**src/rtl/bat_register_file_if.sv**
```systemverilog
// Strobe/bus/FIFO bundle between the controller (master) and the register file (slave).
// Signal names follow the controller's existing per-register strobe interface.
interface bat_register_file_if #(
    parameter int WIDTH      = 8,
    parameter int FIFO_DEPTH = 4
);
    localparam int LW = $clog2(FIFO_DEPTH) + 1;

    logic [7:0]       REGS_INC;
    logic [7:0]       REGS_RW;
    logic [7:0]       REGS_EN;
    logic [WIDTH-1:0] BUS_IN;
    logic [WIDTH-1:0] BUS_OUT;
    logic             BUS_DRIVE;
    logic             BUS_ERR;
    logic [WIDTH-1:0] A_OUT;
    logic [WIDTH-1:0] B_OUT;
    logic [WIDTH-1:0] OUT_DATA;
    logic             OUT_VALID;
    logic             OUT_READY;
    logic [LW-1:0]    OUT_LEVEL;
    logic             OUT_OVF;

    modport master (
        output REGS_INC, REGS_RW, REGS_EN, BUS_IN, OUT_READY,
        input  BUS_OUT, BUS_DRIVE, BUS_ERR, A_OUT, B_OUT,
        input  OUT_DATA, OUT_VALID, OUT_LEVEL, OUT_OVF
    );

    modport slave (
        input  REGS_INC, REGS_RW, REGS_EN, BUS_IN, OUT_READY,
        output BUS_OUT, BUS_DRIVE, BUS_ERR, A_OUT, B_OUT,
        output OUT_DATA, OUT_VALID, OUT_LEVEL, OUT_OVF
    );
endinterface

```
**src/rtl/bat_register_file.sv**
```systemverilog
// Eight general registers answering per-register INC/RW/EN strobes on a shared bus;
// every update of register OUT_IDX is queued in a small FIFO for an external consumer.
module bat_register_file #(
    parameter int WIDTH      = 8,
    parameter int FIFO_DEPTH = 4,
    parameter int OUT_IDX    = 7
) (
    input logic                 CLK,
    input logic                 RST,
    bat_register_file_if.slave  rf_if
);
    localparam int AW = $clog2(FIFO_DEPTH);
    localparam int LW = AW + 1;

    logic [WIDTH-1:0] regs_q [8];
    logic [WIDTH-1:0] regs_d [8];
    logic [WIDTH-1:0] mem_q  [FIFO_DEPTH];
    logic [LW-1:0]    wr_ptr_q, wr_ptr_d;
    logic [LW-1:0]    rd_ptr_q, rd_ptr_d;
    logic             ovf_q, ovf_d;

    logic [7:0]       load_s;
    logic [7:0]       drive_s;
    logic [WIDTH-1:0] bus_out_s;
    logic             bus_err_s;
    logic             push_s;
    logic [WIDTH-1:0] push_data_s;
    logic [LW-1:0]    level_s;
    logic             empty_s;
    logic             full_s;
    logic             pop_s;
    logic             wr_en_s;

    assign load_s  = rf_if.REGS_EN & ~rf_if.REGS_RW;
    assign drive_s = rf_if.REGS_EN &  rf_if.REGS_RW;

    // Register next state: a load takes priority over an increment on the same register.
    always_comb begin
        for (int i = 0; i < 8; i++) begin
            if (load_s[i]) begin
                regs_d[i] = rf_if.BUS_IN;
            end else if (rf_if.REGS_INC[i]) begin
                regs_d[i] = regs_q[i] + {{(WIDTH-1){1'b0}}, 1'b1};
            end else begin
                regs_d[i] = regs_q[i];
            end
        end
    end

    // Bus read-out: scan from the top so the lowest-index driver ends up on the bus.
    always_comb begin
        bus_out_s = {WIDTH{1'b0}};
        for (int i = 7; i >= 0; i--) begin
            bus_out_s = drive_s[i] ? regs_q[i] : bus_out_s;
        end
        bus_err_s = ((drive_s & (drive_s - 8'd1)) != 8'd0);
    end

    assign push_s      = load_s[OUT_IDX] | rf_if.REGS_INC[OUT_IDX];
    assign push_data_s = regs_d[OUT_IDX];
    assign level_s     = wr_ptr_q - rd_ptr_q;
    assign empty_s     = (level_s == {LW{1'b0}});
    assign full_s      = (level_s == LW'(FIFO_DEPTH));
    assign pop_s       = ~empty_s & rf_if.OUT_READY;
    // A simultaneous pop frees the head slot, so a push into a full FIFO still lands.
    assign wr_en_s     = push_s & (~full_s | pop_s);

    // FIFO pointer and sticky overflow next state.
    always_comb begin
        if (wr_en_s) begin
            wr_ptr_d = wr_ptr_q + {{(LW-1){1'b0}}, 1'b1};
        end else begin
            wr_ptr_d = wr_ptr_q;
        end
        if (pop_s) begin
            rd_ptr_d = rd_ptr_q + {{(LW-1){1'b0}}, 1'b1};
        end else begin
            rd_ptr_d = rd_ptr_q;
        end
        ovf_d = ovf_q | (push_s & full_s & ~pop_s);
    end

    // Register bank, FIFO pointers and overflow flag with synchronous active-low reset.
    always_ff @(posedge CLK) begin
        if (!RST) begin
            for (int i = 0; i < 8; i++) begin
                regs_q[i] <= {WIDTH{1'b0}};
            end
            wr_ptr_q <= {LW{1'b0}};
            rd_ptr_q <= {LW{1'b0}};
            ovf_q    <= 1'b0;
        end else begin
            for (int i = 0; i < 8; i++) begin
                regs_q[i] <= regs_d[i];
            end
            wr_ptr_q <= wr_ptr_d;
            rd_ptr_q <= rd_ptr_d;
            ovf_q    <= ovf_d;
        end
    end

    // FIFO storage; contents are only observed through the pointers, so no reset needed.
    always_ff @(posedge CLK) begin
        if (RST && wr_en_s) begin
            mem_q[wr_ptr_q[AW-1:0]] <= push_data_s;
        end
    end

    assign rf_if.BUS_OUT   = bus_out_s;
    assign rf_if.BUS_DRIVE = |drive_s;
    assign rf_if.BUS_ERR   = bus_err_s;
    assign rf_if.A_OUT     = regs_q[0];
    assign rf_if.B_OUT     = regs_q[1];
    assign rf_if.OUT_DATA  = empty_s ? {WIDTH{1'b0}} : mem_q[rd_ptr_q[AW-1:0]];
    assign rf_if.OUT_VALID = ~empty_s;
    assign rf_if.OUT_LEVEL = level_s;
    assign rf_if.OUT_OVF   = ovf_q;
endmodule

```
**src/flat_wrapper.sv**
```systemverilog
// flat-port wrapper written by rule: the top's interface ports become plain ports
module bat_register_file_flat 
#(
    parameter int WIDTH      = 8,
    parameter int FIFO_DEPTH = 4,
    parameter int OUT_IDX    = 7
)
  (CLK, RST, rf_if_REGS_INC, rf_if_REGS_RW, rf_if_REGS_EN, rf_if_BUS_IN, rf_if_OUT_READY, rf_if_BUS_OUT, rf_if_BUS_DRIVE, rf_if_BUS_ERR, rf_if_A_OUT, rf_if_B_OUT, rf_if_OUT_DATA, rf_if_OUT_VALID, rf_if_OUT_LEVEL, rf_if_OUT_OVF);
  bat_register_file_if #(.WIDTH(WIDTH), .FIFO_DEPTH(FIFO_DEPTH)) rf_if_i ();
  input logic CLK;
  input logic RST;
  input wire logic [$bits(rf_if_i.REGS_INC)-1:0] rf_if_REGS_INC;
  input wire logic [$bits(rf_if_i.REGS_RW)-1:0] rf_if_REGS_RW;
  input wire logic [$bits(rf_if_i.REGS_EN)-1:0] rf_if_REGS_EN;
  input wire logic [$bits(rf_if_i.BUS_IN)-1:0] rf_if_BUS_IN;
  input wire logic [$bits(rf_if_i.OUT_READY)-1:0] rf_if_OUT_READY;
  output wire logic [$bits(rf_if_i.BUS_OUT)-1:0] rf_if_BUS_OUT;
  output wire logic [$bits(rf_if_i.BUS_DRIVE)-1:0] rf_if_BUS_DRIVE;
  output wire logic [$bits(rf_if_i.BUS_ERR)-1:0] rf_if_BUS_ERR;
  output wire logic [$bits(rf_if_i.A_OUT)-1:0] rf_if_A_OUT;
  output wire logic [$bits(rf_if_i.B_OUT)-1:0] rf_if_B_OUT;
  output wire logic [$bits(rf_if_i.OUT_DATA)-1:0] rf_if_OUT_DATA;
  output wire logic [$bits(rf_if_i.OUT_VALID)-1:0] rf_if_OUT_VALID;
  output wire logic [$bits(rf_if_i.OUT_LEVEL)-1:0] rf_if_OUT_LEVEL;
  output wire logic [$bits(rf_if_i.OUT_OVF)-1:0] rf_if_OUT_OVF;
  assign rf_if_i.REGS_INC = rf_if_REGS_INC;
  assign rf_if_i.REGS_RW = rf_if_REGS_RW;
  assign rf_if_i.REGS_EN = rf_if_REGS_EN;
  assign rf_if_i.BUS_IN = rf_if_BUS_IN;
  assign rf_if_i.OUT_READY = rf_if_OUT_READY;
  assign rf_if_BUS_OUT = rf_if_i.BUS_OUT;
  assign rf_if_BUS_DRIVE = rf_if_i.BUS_DRIVE;
  assign rf_if_BUS_ERR = rf_if_i.BUS_ERR;
  assign rf_if_A_OUT = rf_if_i.A_OUT;
  assign rf_if_B_OUT = rf_if_i.B_OUT;
  assign rf_if_OUT_DATA = rf_if_i.OUT_DATA;
  assign rf_if_OUT_VALID = rf_if_i.OUT_VALID;
  assign rf_if_OUT_LEVEL = rf_if_i.OUT_LEVEL;
  assign rf_if_OUT_OVF = rf_if_i.OUT_OVF;
  bat_register_file #(.WIDTH(WIDTH), .FIFO_DEPTH(FIFO_DEPTH), .OUT_IDX(OUT_IDX)) u_core (.CLK(CLK), .RST(RST), .rf_if(rf_if_i));
endmodule
```
**config.mk**
```make
export PLATFORM = sky130hd
export DESIGN_NAME = bat_register_file_flat
export DESIGN_NICKNAME = d
export VERILOG_FILES = /design/src/rtl/bat_register_file_if.sv /design/src/rtl/bat_register_file.sv /design/src/flat_wrapper.sv
export SDC_FILE = /design/constraint.sdc
export NUM_CORES = 1
export LEC_CHECK = 0
export ABC_AREA = 1
export BUFFER_PORTS_ARGS = -buffer_cell sky130_fd_sc_hd__buf_2
export CAP_MARGIN = 20
export CORE_MARGIN = 2
export CORE_UTILIZATION = 50
export CTS_CLUSTER_DIAMETER = 30
export CTS_CLUSTER_SIZE = 14
export DETAILED_ROUTE_END_ITERATION = 6
export PLACE_DENSITY = 0.7
export SLEW_MARGIN = 30
export SYNTH_ARGS = -nofsm -noshare
export SYNTH_HDL_FRONTEND = slang
export SYNTH_SLANG_ARGS = --single-unit
export TNS_END_PERCENT = 10
```
**constraint.sdc**
```tcl
create_clock -name CLK -period 4.79 [get_ports CLK]
set_clock_uncertainty 0.2 [all_clocks]
set_input_delay 0 -clock CLK [delete_from_list [all_inputs] [get_ports CLK]]
set_output_delay 0 -clock CLK [all_outputs]
set_load 0.01 [all_outputs]
```
==> results of run 1 <==
## cell type report
class | count | area, µm²
Inverter | 140 | 528
Tap cell | 172 | 215
Fill cell | 1174 | 4900
Sequential cell | 105 | 2420
Timing Repair Buffer | 129 | 923
Clock inverter | 6 | 71.3
Clock buffer | 10 | 250
Multi-Input combinational cell | 642 | 3300
## flip-flops by register name, indices dropped and copies added (netlist names), named ones only
register,count
u_core.mem_q,32
u_core.rd_ptr_q,3
u_core.regs_q,64
u_core.rf_if.OUT_OVF,1
u_core.wr_ptr_q,3
## stage by stage
step / utilization [%] / hold slack (ns) / setup slack [ns] / cells / power [mW]
floorplan: - / -0.0524 / 2.53 / 919 / 1.62
global placement: 54.2 / 0.0993 / 2.33 / 1133 / 1.81
detailed placement: 54.2 / 0.0996 / 2.25 / 1133 / 1.83
CTS: 61.1 / 0.00317 / 2.11 / 1204 / 2.65
global route: 61.1 / 0.0889 / 1.96 / 1204 / 2.79
finish: 61.1 / 0.0238 / 2.04 / 1204 / 2.64
## power by group
group / internal [mW] / switching [mW]
sequential: 0.995 / 0.0907
combinational: 0.297 / 0.465
clock: 0.442 / 0.351
total: 1.74 / 0.907
## how the worst min path moves through the flow
stage	to	start
after floorplan	u_core.regs_q[0][10]	rf_if_BUS_IN[2]
after global placement	u_core.rd_ptr_q[2]	rf_if_OUT_READY
after detailed placement	u_core.rd_ptr_q[2]	rf_if_OUT_READY
after CTS	u_core.regs_q[0][33]	rf_if_REGS_EN[4]
after global routing	u_core.regs_q[0][60]	rf_if_REGS_EN[7]
final	u_core.regs_q[0][60]	rf_if_REGS_EN[7]
## synth_stat cells, drive strengths merged
master  count
nand3b      4
dfxtp      73
buf        26
o21a        1
a21oi      47
or2         2
a31oi      16
o211ai      7
o22ai      21
ha         14
o21ai      65
inv       140
fa          1
a22oi       1
nand3      47
o32ai       8
nor2       98
clkbuf      6
xnor2       1
o221ai      2
nand2     264
edfxtp     32
nand4      10
xor2       25
nor3        8
## worst max-delay path: stages
cell                            delay (ns)
sky130_fd_sc_hd__dlygate4sd3_1        0.53
sky130_fd_sc_hd__buf_2                0.12
sky130_fd_sc_hd__inv_1                0.06
sky130_fd_sc_hd__nor2_4               0.09
sky130_fd_sc_hd__dlygate4sd3_1        0.70
sky130_fd_sc_hd__nand2_1              0.09
sky130_fd_sc_hd__dlygate4sd3_1        0.57
sky130_fd_sc_hd__a31oi_1              0.15
sky130_fd_sc_hd__dlygate4sd3_1        0.56
## cells by family after synthesis
group / after synthesis
simple gates: 433
buf+inv: 172
compound gates: 168
flops: 105
xor+xnor: 26
fa+ha+maj: 15
## repair_timing
item,in CTS,in global routing
hold buffers,55,0
resized for setup,0,0
hold endpoints to repair,74,0
## metal layers
| metal | track usage (%) | vias to the layer above |
|---|---|---|
| li1 | - | 3192 |
| met5 | 0 | - |
| met3 | 4.31 | 43 |
| met4 | 12.3 | 0 |
| met1 | 31.5 | 2840 |
| met2 | 43.5 | 212 |
==> run metrics, run 1 <==
post-CTS setup buffer count 0; fmax 363 MHz; area fraction in compound gates after synthesis 14.9%; end point of the critical path u_core.regs_q[0][18]; vias per cell about 5.2; TritonCTS clock tree built; average detailed-routed wire length per instance around 14 µm; CTS Buffer Depth 2; post-synthesis xor/xnor area fraction 3.52%; number of hold violations in the final report 0; FF-to-FF setup slack 2.24 ns; headroom to the max-slew limit 55.9%; HPWL after detailed placement 12300 µm; layout cell share with drive strength beyond 1 16.3%; Fin Setup TNS 0 ns; root buffer cell sky130_fd_sc_hd__clkbuf_16; cell count after synthesis 919; startpoint of the worst-slack reg-to-reg timing path u_core.wr_ptr_q[0]; result of the run completed; time the worst path needs with I/O delays and setup 2.75 ns; first-pass GRT wire length 28300 µm; number of cell instances on the worst register-to-register path 10; top sig layer met4; critical path startpoint rf_if_REGS_EN[2]; simple-gate share of the synthesized area 29.7%; clock-pin slew on the worst setup and hold paths 0.08 ns; commonest cells after routing, fill and taps aside 240 x sky130_fd_sc_hd__nand2_1, 113 x sky130_fd_sc_hd__inv_1, 81 x sky130_fd_sc_hd__nor2_1, 73 x sky130_fd_sc_hd__dfxtp_1, 73 x sky130_fd_sc_hd__buf_2; DRC violations left 0; CTS buffer count 9; leakage power summed over all cells roughly 3.5 nW; total via count after detailed routing 6287; IO Count 74; largest vdd supply drop 198 µV; number of synthesized register bits 105; Setup violations, final 0; type of destination of the critical path register; RR Endpoint u_core.mem_q[1][6]; overall routed net length 17300 µm; signed area change from the synthesized netlist to the final layout 19.2%; post-synth top area cell sky130_fd_sc_hd__dfxtp_1; most frequent standard cell in the layout excluding fill and tap cells sky130_fd_sc_hd__nand2_1; number of different library cells in the post-synthesis netlist between 40 and 50; Cells on Worst Hold Path 6; maximum fanout along the worst path 6; wire length on met3 937 µm; YS warnings 0; Hold/Removal Path Class in -> reg; die width 118 µm; area of the die between 10000 and 15000 µm²; endpoint arrival time on the critical path about 2.9 ns; Initial Utilization around half; multiplexer area fraction after synthesis 0%; area share of fa/ha/maj cells after synthesis 3.02%; core box area 12600 µm²; cell area after placement 6840 µm²; startpoint types input pin; Synth top area share 22.6%; initial antenna violation count 0; main combinational cell family by area after synthesis simple AND/OR/NAND/NOR gates; maximum number of pins on one net before global-route repair 42; last weighted congestion value of the routability-driven placer approximately 0.94; syn_nets around 970; ANT cells 0; floorplan die height 118 µm; Worst Setup Path Type in -> reg; number of violations reported at the end of detailed-routing iteration 0 439; transition at the pin with the smallest max-transition slack 0.662 ns; H-tree lvl count 3; wire length on met2 between 8000 and 9000 µm; total routed wire length on the met1 layer 7620 µm; Slew Viols, Final 0; number of maximum-capacitance violations 0; required time of the critical path roughly 4.9 ns; leftover overflow at the end of global routing 0; number of optimization iterations in the first detailed-route pass 5; pwr/cell area about 340 nW/µm²; unrepaired setup endpoints after global routing no; cell area after synthesis around 6500 µm²; proportion of synthesized chip area in sequential cells 37.4%; CTS Sinks 105; count of input and output buffers 73; Total Routing Usage GR 25.6%; final layout net count 1077; vias in the first global route 5846; clock latency at the later pin of the worst-skew pair 0.36 ns; final cycle utilization of the critical path 57.4%; count of nets left with antenna violations after detail routing 0; mean area per synthesized cell slightly above 7 µm²; final cell area excluding filler cells 7710 µm²; dominant cells by area after synthesis sky130_fd_sc_hd__dfxtp_1 23%, sky130_fd_sc_hd__edfxtp_1 15%, sky130_fd_sc_hd__nand2_1 14%; count of standard-cell rows 41
Power figures use the tool's default switching activity.
==> run 2, diff against run 1 <==
--- a/config.mk
+++ b/config.mk
@@ -13,7 +13,7 @@
 export CTS_CLUSTER_DIAMETER = 30
 export CTS_CLUSTER_SIZE = 14
 export DETAILED_ROUTE_END_ITERATION = 6
-export PLACE_DENSITY = 0.7
+export PLACE_DENSITY = 0.73
 export SLEW_MARGIN = 30
 export SYNTH_ARGS = -nofsm -noshare
 export SYNTH_HDL_FRONTEND = slang
==> constraint.sdc (replaced) <==
create_clock -name CLK -period 2.5 [get_ports CLK]
set_clock_uncertainty 0.2 [all_clocks]
set_input_delay 0 -clock CLK [delete_from_list [all_inputs] [get_ports CLK]]
set_output_delay 0 -clock CLK [all_outputs]
set_load 0.01 [all_outputs]
==> run 2 against run 1 <==
Against the previous run:
- first-iteration DRC count is 8.0% lower
- sequential cell count unchanged
- critical path depth is 2 higher
- routed wire length is 0.66% lower
- non-clock buffer count up 5
- cell count rose by 0.42%
- sequential share of layout area shrank 0.32 points
- register-to-register slack worse by 2.1 ns
- via count about the same
- clock-buffer cell count stayed put
- worst hold slack about the same
- worst setup slack got worse by 1.9 ns
==> run metrics, run 2 (same netlist as run 1, synthesis figures left out) <==
first-pass GRT wire length 28000 µm (was 28300 µm); clock latency at the later pin of the worst-skew pair 0.36 ns (about the same); die width 118 µm (unchanged); count of nets left with antenna violations after detail routing 0 (unchanged); number of violations reported at the end of detailed-routing iteration 0 404 (was 439); total via count after detailed routing 6281 (was 6287); vias per cell 5.20 (was 5.22); vias in the first global route 5911 (was 5846); number of maximum-capacitance violations 0 (unchanged); Worst Setup Path Type reg -> reg (was in -> reg); CP most frequent cell sky130_fd_sc_hd__nand2_4 (was sky130_fd_sc_hd__dlygate4sd3_1); fmax between 400 and 500 MHz; final worst setup slack 0.131 ns (was 2.04 ns); ANT cells 0 (unchanged); CTS buffer count 9 (unchanged); endpoint arrival time on the critical path 2.28 ns (was 2.86 ns); maximum number of pins on one net before global-route repair 24 (was 42); count of input and output buffers 73 (unchanged); number of optimization iterations in the first detailed-route pass 7 (was 5); non-filler instance count after layout 1209 (was 1204); headroom to the max-slew limit 61.3% (was 55.9%); Fill cells 1188 (was 1174); clock-pin slew on the worst setup and hold paths 0.07 ns (was 0.08 ns); core box area 12600 µm² (unchanged); largest reg by FF count u_core.regs_q (unchanged); initial antenna violation count 0 (unchanged); largest vdd supply drop 449 µV (was 198 µV); last weighted congestion value of the routability-driven placer 0.876 (was 0.936); TritonCTS clock tree built (unchanged); number of hold violations in the final report 0 (unchanged); largest stage delay on the critical path 0.51 ns (was 0.70 ns); layout cell share with drive strength beyond 1 16.8% (was 16.3%); required time of the critical path 2.41 ns (was 4.90 ns); leftover overflow at the end of global routing 0 (unchanged); Fin Setup TNS 0 ns (unchanged); DRC violations left 0 (unchanged); signed area change from the synthesized netlist to the final layout 20.5% (was 19.2%); root buffer cell sky130_fd_sc_hd__clkbuf_16 (unchanged); final layout net count 1082 (was 1077); transition at the pin with the smallest max-transition slack 0.580 ns (was 0.662 ns); max reg flops 64 (unchanged); Initial Utilization 51.3% (unchanged); H-tree lvl count 3 (unchanged); result of the run completed (unchanged); floorplan die height 118 µm (unchanged); area of the die 13900 µm² (unchanged); cell area after placement 6880 µm² (was 6840 µm²); HPWL after detailed placement 12200 µm (was 12300 µm); count of standard-cell rows 41 (unchanged); unrepaired setup endpoints after global routing no (unchanged); Hold/Removal Path Class in -> reg (unchanged); CTS Buffer Depth 2 (unchanged); CTS Sinks 105 (unchanged); Setup violations, final 0 (unchanged); Slew Viols, Final 0 (unchanged); standard cell with the maximum stage delay on the critical path sky130_fd_sc_hd__fa_1 (was sky130_fd_sc_hd__dlygate4sd3_1); commonest cells after routing, fill and taps aside 240 x sky130_fd_sc_hd__nand2_1, 113 x sky130_fd_sc_hd__inv_1, 80 x sky130_fd_sc_hd__nor2_1, 73 x sky130_fd_sc_hd__buf_2, 72 x sky130_fd_sc_hd__dfxtp_1 (was 240 x sky130_fd_sc_hd__nand2_1, 113 x sky130_fd_sc_hd__inv_1, 81 x sky130_fd_sc_hd__nor2_1, 73 x sky130_fd_sc_hd__dfxtp_1, 73 x sky130_fd_sc_hd__buf_2); IO Count 74 (unchanged); minimum setup slack after placement 0.0281 ns (was 2.25 ns); leakage power summed over all cells 3.57 nW (was 3.53 nW); startpoint types register (was input pin); cells traversed along the worst timing path inv_1 -> ha_1 -> fa_1 -> nand2_1 -> nor2_2 -> nand2_4 -> nand2_4 -> inv_4 -> nand2_4 -> nor2_2 -> buf_4 (was dlygate4sd3_1 -> buf_2 -> inv_1 -> nor2_4 -> dlygate4sd3_1 -> nand2_1 -> dlygate4sd3_1 -> a31oi_1 -> dlygate4sd3_1); final cell area excluding filler cells 7800 µm² (was 7710 µm²); most frequent standard cell in the layout excluding fill and tap cells sky130_fd_sc_hd__nand2_1 (unchanged); pwr/cell area 659 nW/µm² (was 342 nW/µm²); maximum fanout along the worst path 8 (was 6); type of destination of the critical path register (unchanged); final cycle utilization of the critical path 94.8%; placed cells 1138 (was 1133); core utilization of the finished layout 61.8% (was 61.1%); overall routed net length 17200 µm (was 17300 µm); Total Routing Usage GR 25.0% (was 25.6%); average detailed-routed wire length per instance 14.2 µm (was 14.4 µm); time the worst path needs with I/O delays and setup 2.37 ns
run 2: changes by cell type in the layout (fill, tap and decap cells not counted), moves of 2 or more:
cell                             change
sky130_fd_sc_hd__nor2_4              +3
sky130_fd_sc_hd__buf_4               +4
sky130_fd_sc_hd__nand3b_4            +2
sky130_fd_sc_hd__dlygate4sd3_1       -3
sky130_fd_sc_hd__dlymetal6s4s_1      +3
sky130_fd_sc_hd__nor2_2              -2
sky130_fd_sc_hd__nand3b_2            -2
run 2: cell type report:
type                    count  area (µm²)  share of cell area, %
multi-input cells         642        3340                   42.8
flip-flops and latches    105        2420                   31.1
repair buffers            134         972                   12.5
inverters                 140         528                   6.77
clock buffers              10         229                   2.94
well taps                 172         215                   2.76
clock inverters             6        90.1                   1.16
run 2: worst paths after layout:
| check | from | to | slack, ns | cells after the start |
|---|---|---|---|---|
| setup / recovery | u_core.wr_ptr_q[0] | u_core.mem_q[0][5] | 0.13 | 11 |
| hold / removal | rf_if_REGS_EN[7] | u_core.regs_q[0][60] | 0.02 | 6 |
| setup reg to reg | u_core.wr_ptr_q[0] | u_core.mem_q[0][5] | 0.13 | 11 |
| hold reg to reg | u_core.rf_if.OUT_OVF | u_core.rf_if.OUT_OVF | 0.25 | 2 |
run 2: power breakdown:
group / switching, mW / internal [mW]
Clock: 0.641 / 0.881
Combinational: 0.905 / 0.626
Sequential: 0.176 / 1.91
Total: 1.72 / 3.42
run 2: metal layers:
metal  vias up  GRT usage, %  share of wire [%]
met4         0          10.1                3.5
met2       228          43.0                 48
met1      2811          30.9                 42
met5         -             0                  0
met3        42          4.46                6.3
li1       3200             -                  -
run 2: worst max-delay path: cells and delay by family, from the launching register on:
family | cells | cell delay [ns]
adders and majority gates | 2 | 0.71
buffers and inverters | 3 | 0.30
DFF | 1 | 0.35
and+or+nand+nor | 6 | 0.56
run 2: stage by stage:
step	hold WS (ns)	power, mW
CTS	0.0209	5.10
global placement	0.0978	3.50
floorplan	-0.0524	3.11
finish	0.0238	5.14
global route	0.0658	5.42
detailed placement	0.102	3.52
run 2: repair_timing:
item | 4_1_cts | 5_1_grt
resized for setup | 0 | 11
buffers inserted | 0 | 0
hold endpoints to repair | 80 | 0
endpoints found under the setup margin | 0 | 44
hold buffers | 55 | 0
==> run 3, diff against run 2 <==
--- a/config.mk
+++ b/config.mk
@@ -5,7 +5,6 @@
 export SDC_FILE = /design/constraint.sdc
 export NUM_CORES = 1
 export LEC_CHECK = 0
-export ABC_AREA = 1
 export BUFFER_PORTS_ARGS = -buffer_cell sky130_fd_sc_hd__buf_2
 export CAP_MARGIN = 20
 export CORE_MARGIN = 2
@@ -14,6 +13,7 @@
 export CTS_CLUSTER_SIZE = 14
 export DETAILED_ROUTE_END_ITERATION = 6
 export PLACE_DENSITY = 0.73
+export REMOVE_ABC_BUFFERS = 1
 export SLEW_MARGIN = 30
 export SYNTH_ARGS = -nofsm -noshare
 export SYNTH_HDL_FRONTEND = slang
==> run 3 against run 2 <==
Against the previous run:
- power fell by 1.1%
- clock-buffer cell count decreased by 1
- design area decreased by 13%
- cell count fell by 30%
- via count down 20%
- worst hold slack improved by 0.0041 ns
- fmax fell by 2.9%
- clock power down 7%
- sequential cell count did not move
- area after synthesis shrank 9.3%
- utilization shrank 2.6 points
- critical path type unchanged
- critical endpoint is now u_core.mem_q[1][7]
==> run metrics, run 3 <==
headroom to the max-slew limit 55.5% (was 61.3%); standard cell with the maximum stage delay on the critical path sky130_fd_sc_hd__o32a_4 (was sky130_fd_sc_hd__fa_1); CTS Buffer Depth 2 (unchanged); CTS buffer count 9 (unchanged); commonest cells after routing, fill and taps aside 74 x sky130_fd_sc_hd__buf_2, 73 x sky130_fd_sc_hd__dfxtp_1, 59 x sky130_fd_sc_hd__nor2_1, 44 x sky130_fd_sc_hd__nand2_1, 36 x sky130_fd_sc_hd__nand3_1 (was 240 x sky130_fd_sc_hd__nand2_1, 113 x sky130_fd_sc_hd__inv_1, 80 x sky130_fd_sc_hd__nor2_1, 73 x sky130_fd_sc_hd__buf_2, 72 x sky130_fd_sc_hd__dfxtp_1); Worst Setup Path Type reg -> reg (unchanged); final layout net count 745 (was 1082); number of optimization iterations in the first detailed-route pass 7 (unchanged); core utilization of the finished layout 59.2% (was 61.8%); Total Routing Usage GR 25.0% (about the same); core box area 11400 µm² (was 12600 µm²); last weighted congestion value of the routability-driven placer 0.875 (was 0.876); cell with the most instances after synthesis sky130_fd_sc_hd__dfxtp_1 (was sky130_fd_sc_hd__nand2_1); clock-pin slew on the worst setup and hold paths 0.08 ns (was 0.07 ns); IO Count 74 (unchanged); layout cell share with drive strength beyond 1 17.0% (was 16.8%); Setup violations, final 0 (unchanged); count of nets left with antenna violations after detail routing 0 (unchanged); FF-to-FF setup slack 0.06 ns (was 0.13 ns); TritonCTS clock tree built (unchanged); number of synthesized register bits 105 (unchanged); YS warnings 0 (unchanged); type of destination of the critical path register (unchanged); cells traversed along the worst timing path inv_1 -> ha_2 -> fa_2 -> xnor3_2 -> o32a_4 -> and3_2 (was inv_1 -> ha_1 -> fa_1 -> nand2_1 -> nor2_2 -> nand2_4 -> nand2_4 -> inv_4 -> nand2_4 -> nor2_2 -> buf_4); root buffer cell sky130_fd_sc_hd__clkbuf_16 (unchanged); overall routed net length 15600 µm (was 17200 µm); dominant cells by area after synthesis sky130_fd_sc_hd__dfxtp_1 25%, sky130_fd_sc_hd__edfxtp_1 16%, sky130_fd_sc_hd__xor2_1 4.6% (was sky130_fd_sc_hd__dfxtp_1 23%, sky130_fd_sc_hd__edfxtp_1 15%, sky130_fd_sc_hd__nand2_1 14%); Fill cells 1014 (was 1188); time the worst path needs with I/O delays and setup 2.44 ns (was 2.37 ns); cell area after synthesis 5870 µm² (was 6470 µm²); most frequent standard cell in the layout excluding fill and tap cells sky130_fd_sc_hd__buf_2 (was sky130_fd_sc_hd__nand2_1); vias in the first global route 4825 (was 5911); total via count after detailed routing 5046 (was 6281); pwr/cell area 752 nW/µm² (was 659 nW/µm²); proportion of register bits with asynchronous set or reset after synthesis 0% (unchanged); final cycle utilization of the critical path 97.6% (was 94.8%); CTS Sinks 105 (unchanged); largest vdd supply drop 609 µV (was 449 µV); max reg flops 64 (unchanged); leftover overflow at the end of global routing 0 (unchanged); DRC violations left 0 (unchanged); total power draw 5.08 mW (was 5.14 mW); area of the die 12600 µm² (was 13900 µm²); signed area change from the synthesized netlist to the final layout 15.1% (was 20.5%); ANT cells 0 (unchanged); count of standard-cell rows 39 (was 41); endpoint arrival time on the critical path 2.34 ns (was 2.28 ns); Most used DFF post-synth sky130_fd_sc_hd__dfxtp_1 (unchanged); maximum fanout along the worst path 8 (unchanged); Initial Utilization 51.4% (was 51.3%); mean area per synthesized cell 9.19 µm² (was 7.04 µm²); maximum number of pins on one net before global-route repair 42 (was 24); EDFF count, synth 32 (unchanged); result of the run completed (unchanged); unrepaired setup endpoints after global routing yes (was no); number of violations reported at the end of detailed-routing iteration 0 384 (was 404); number of maximum-capacitance violations 0 (unchanged); floorplan die height 112 µm (was 118 µm); largest reg by FF count u_core.regs_q (unchanged); proportion of synthesized chip area in sequential cells 41.2% (was 37.4%); H-tree lvl count 3 (unchanged); leakage power summed over all cells 2.55 nW (was 3.57 nW); Slew Viols, Final 0 (unchanged); number of different library cells in the post-synthesis netlist 53 (was 41); number of hold violations in the final report 0 (unchanged); cell area after placement 6160 µm² (was 6880 µm²); post-CTS setup buffer count 0 (unchanged); count of input and output buffers 73 (unchanged); commonest cells in the netlist 73 x sky130_fd_sc_hd__dfxtp_1, 60 x sky130_fd_sc_hd__nor2_1, 45 x sky130_fd_sc_hd__nand2_1 (was 240 x sky130_fd_sc_hd__nand2_1, 113 x sky130_fd_sc_hd__inv_1, 81 x sky130_fd_sc_hd__nor2_1); largest stage delay on the critical path 0.43 ns (was 0.51 ns); average detailed-routed wire length per instance 18.5 µm (was 14.2 µm); initial antenna violation count 0 (unchanged); required time of the critical path 2.40 ns (was 2.41 ns); startpoint types register (unchanged); fmax 410 MHz (was 422 MHz); vias per cell 5.99 (was 5.20); Synth top area share 24.9% (was 22.6%); post-synth top area cell sky130_fd_sc_hd__dfxtp_1 (unchanged); transition at the pin with the smallest max-transition slack 0.661 ns (was 0.580 ns); cell count after synthesis 639 (was 919); clock latency at the later pin of the worst-skew pair 0.35 ns (was 0.36 ns); first-pass GRT wire length 25100 µm (was 28000 µm); Hold/Removal Path Class in -> reg (unchanged); die width 112 µm (was 118 µm); final cell area excluding filler cells 6760 µm² (was 7800 µm²); HPWL after detailed placement 10800 µm (was 12200 µm)
## run 3: worst max-delay path, delay by kind of cell, from the launching register on
kind	cells	cell delay (ns)
adder cells (fa/ha/maj)	2	0.54
AO/OA/AOI/OAI	1	0.43
flip-flops	1	0.33
AND/OR/NAND/NOR	1	0.31
XOR/XNOR	1	0.29
buffers and inverters	1	0.08
## run 3: cells by family after synthesis
kind of cell | share of synthesized area, %
fa+ha+maj | 3.69
xor+xnor | 9.05
mux | 4.60
compound gates | 17.4
flops | 41.2
buf+inv | 5.69
simple gates | 18.4
## run 3: worst paths after layout
path / startpoint / endpoint / cells past startpoint
worst max-delay path: u_core.wr_ptr_q[0] / u_core.mem_q[1][7] / 6
worst min register to register: u_core.wr_ptr_q[2] / u_core.wr_ptr_q[2] / 2
worst max register to register: u_core.wr_ptr_q[0] / u_core.mem_q[1][7] / 6
worst min-delay path: rf_if_REGS_EN[7] / u_core.regs_q[0][62] / 3
## run 3: area by class of cell
class,count,area (µm²),area share (%)
Clock buffer,9,225,3.33
Inverter,8,32.5,0.481
Timing Repair Buffer,105,669,9.91
Tap cell,143,179,2.65
Clock inverter,7,73.8,1.09
Sequential cell,105,2420,35.8
Multi-Input combinational cell,466,3160,46.7
## run 3: metal layers
layer  vias to the layer above  share of wire [%]  GRT usage, %
met1                      2393                 44          33.5
met4                         0                1.8          7.32
li1                       2446                  -             -
met3                        23                5.0          3.94
met2                       184                 49          42.2
met5                         -                  0             0
## run 3: what timing repair did
action                                  4_1_cts  5_1_grt
pin swaps                                     1        1
endpoints found under the setup margin       22       41
cloned                                        1        0
hold endpoints to repair                     69        0
resized for setup                             7       10
hold buffers                                 25        0
## run 3: through the flow
step / setup TNS [ns] / cells / hold WS, ns / setup WS [ns]
3_5_place_dp: 0 / 801 / 0.161 / 0.00336
2_1_floorplan: 0 / 579 / -0.0822 / 0.102
5_1_grt: -0.223 / 843 / 0.0555 / -0.0713
4_1_cts: 0 / 843 / 0.0308 / 0.0153
6_report: 0 / 843 / 0.0279 / 0.0590
3_3_place_gp: 0 / 801 / 0.165 / 0.0856
## run 3: where the power goes
group	internal, mW	switching, mW
Clock	0.711	0.707
Combinational	0.715	0.822
Sequential	1.93	0.197
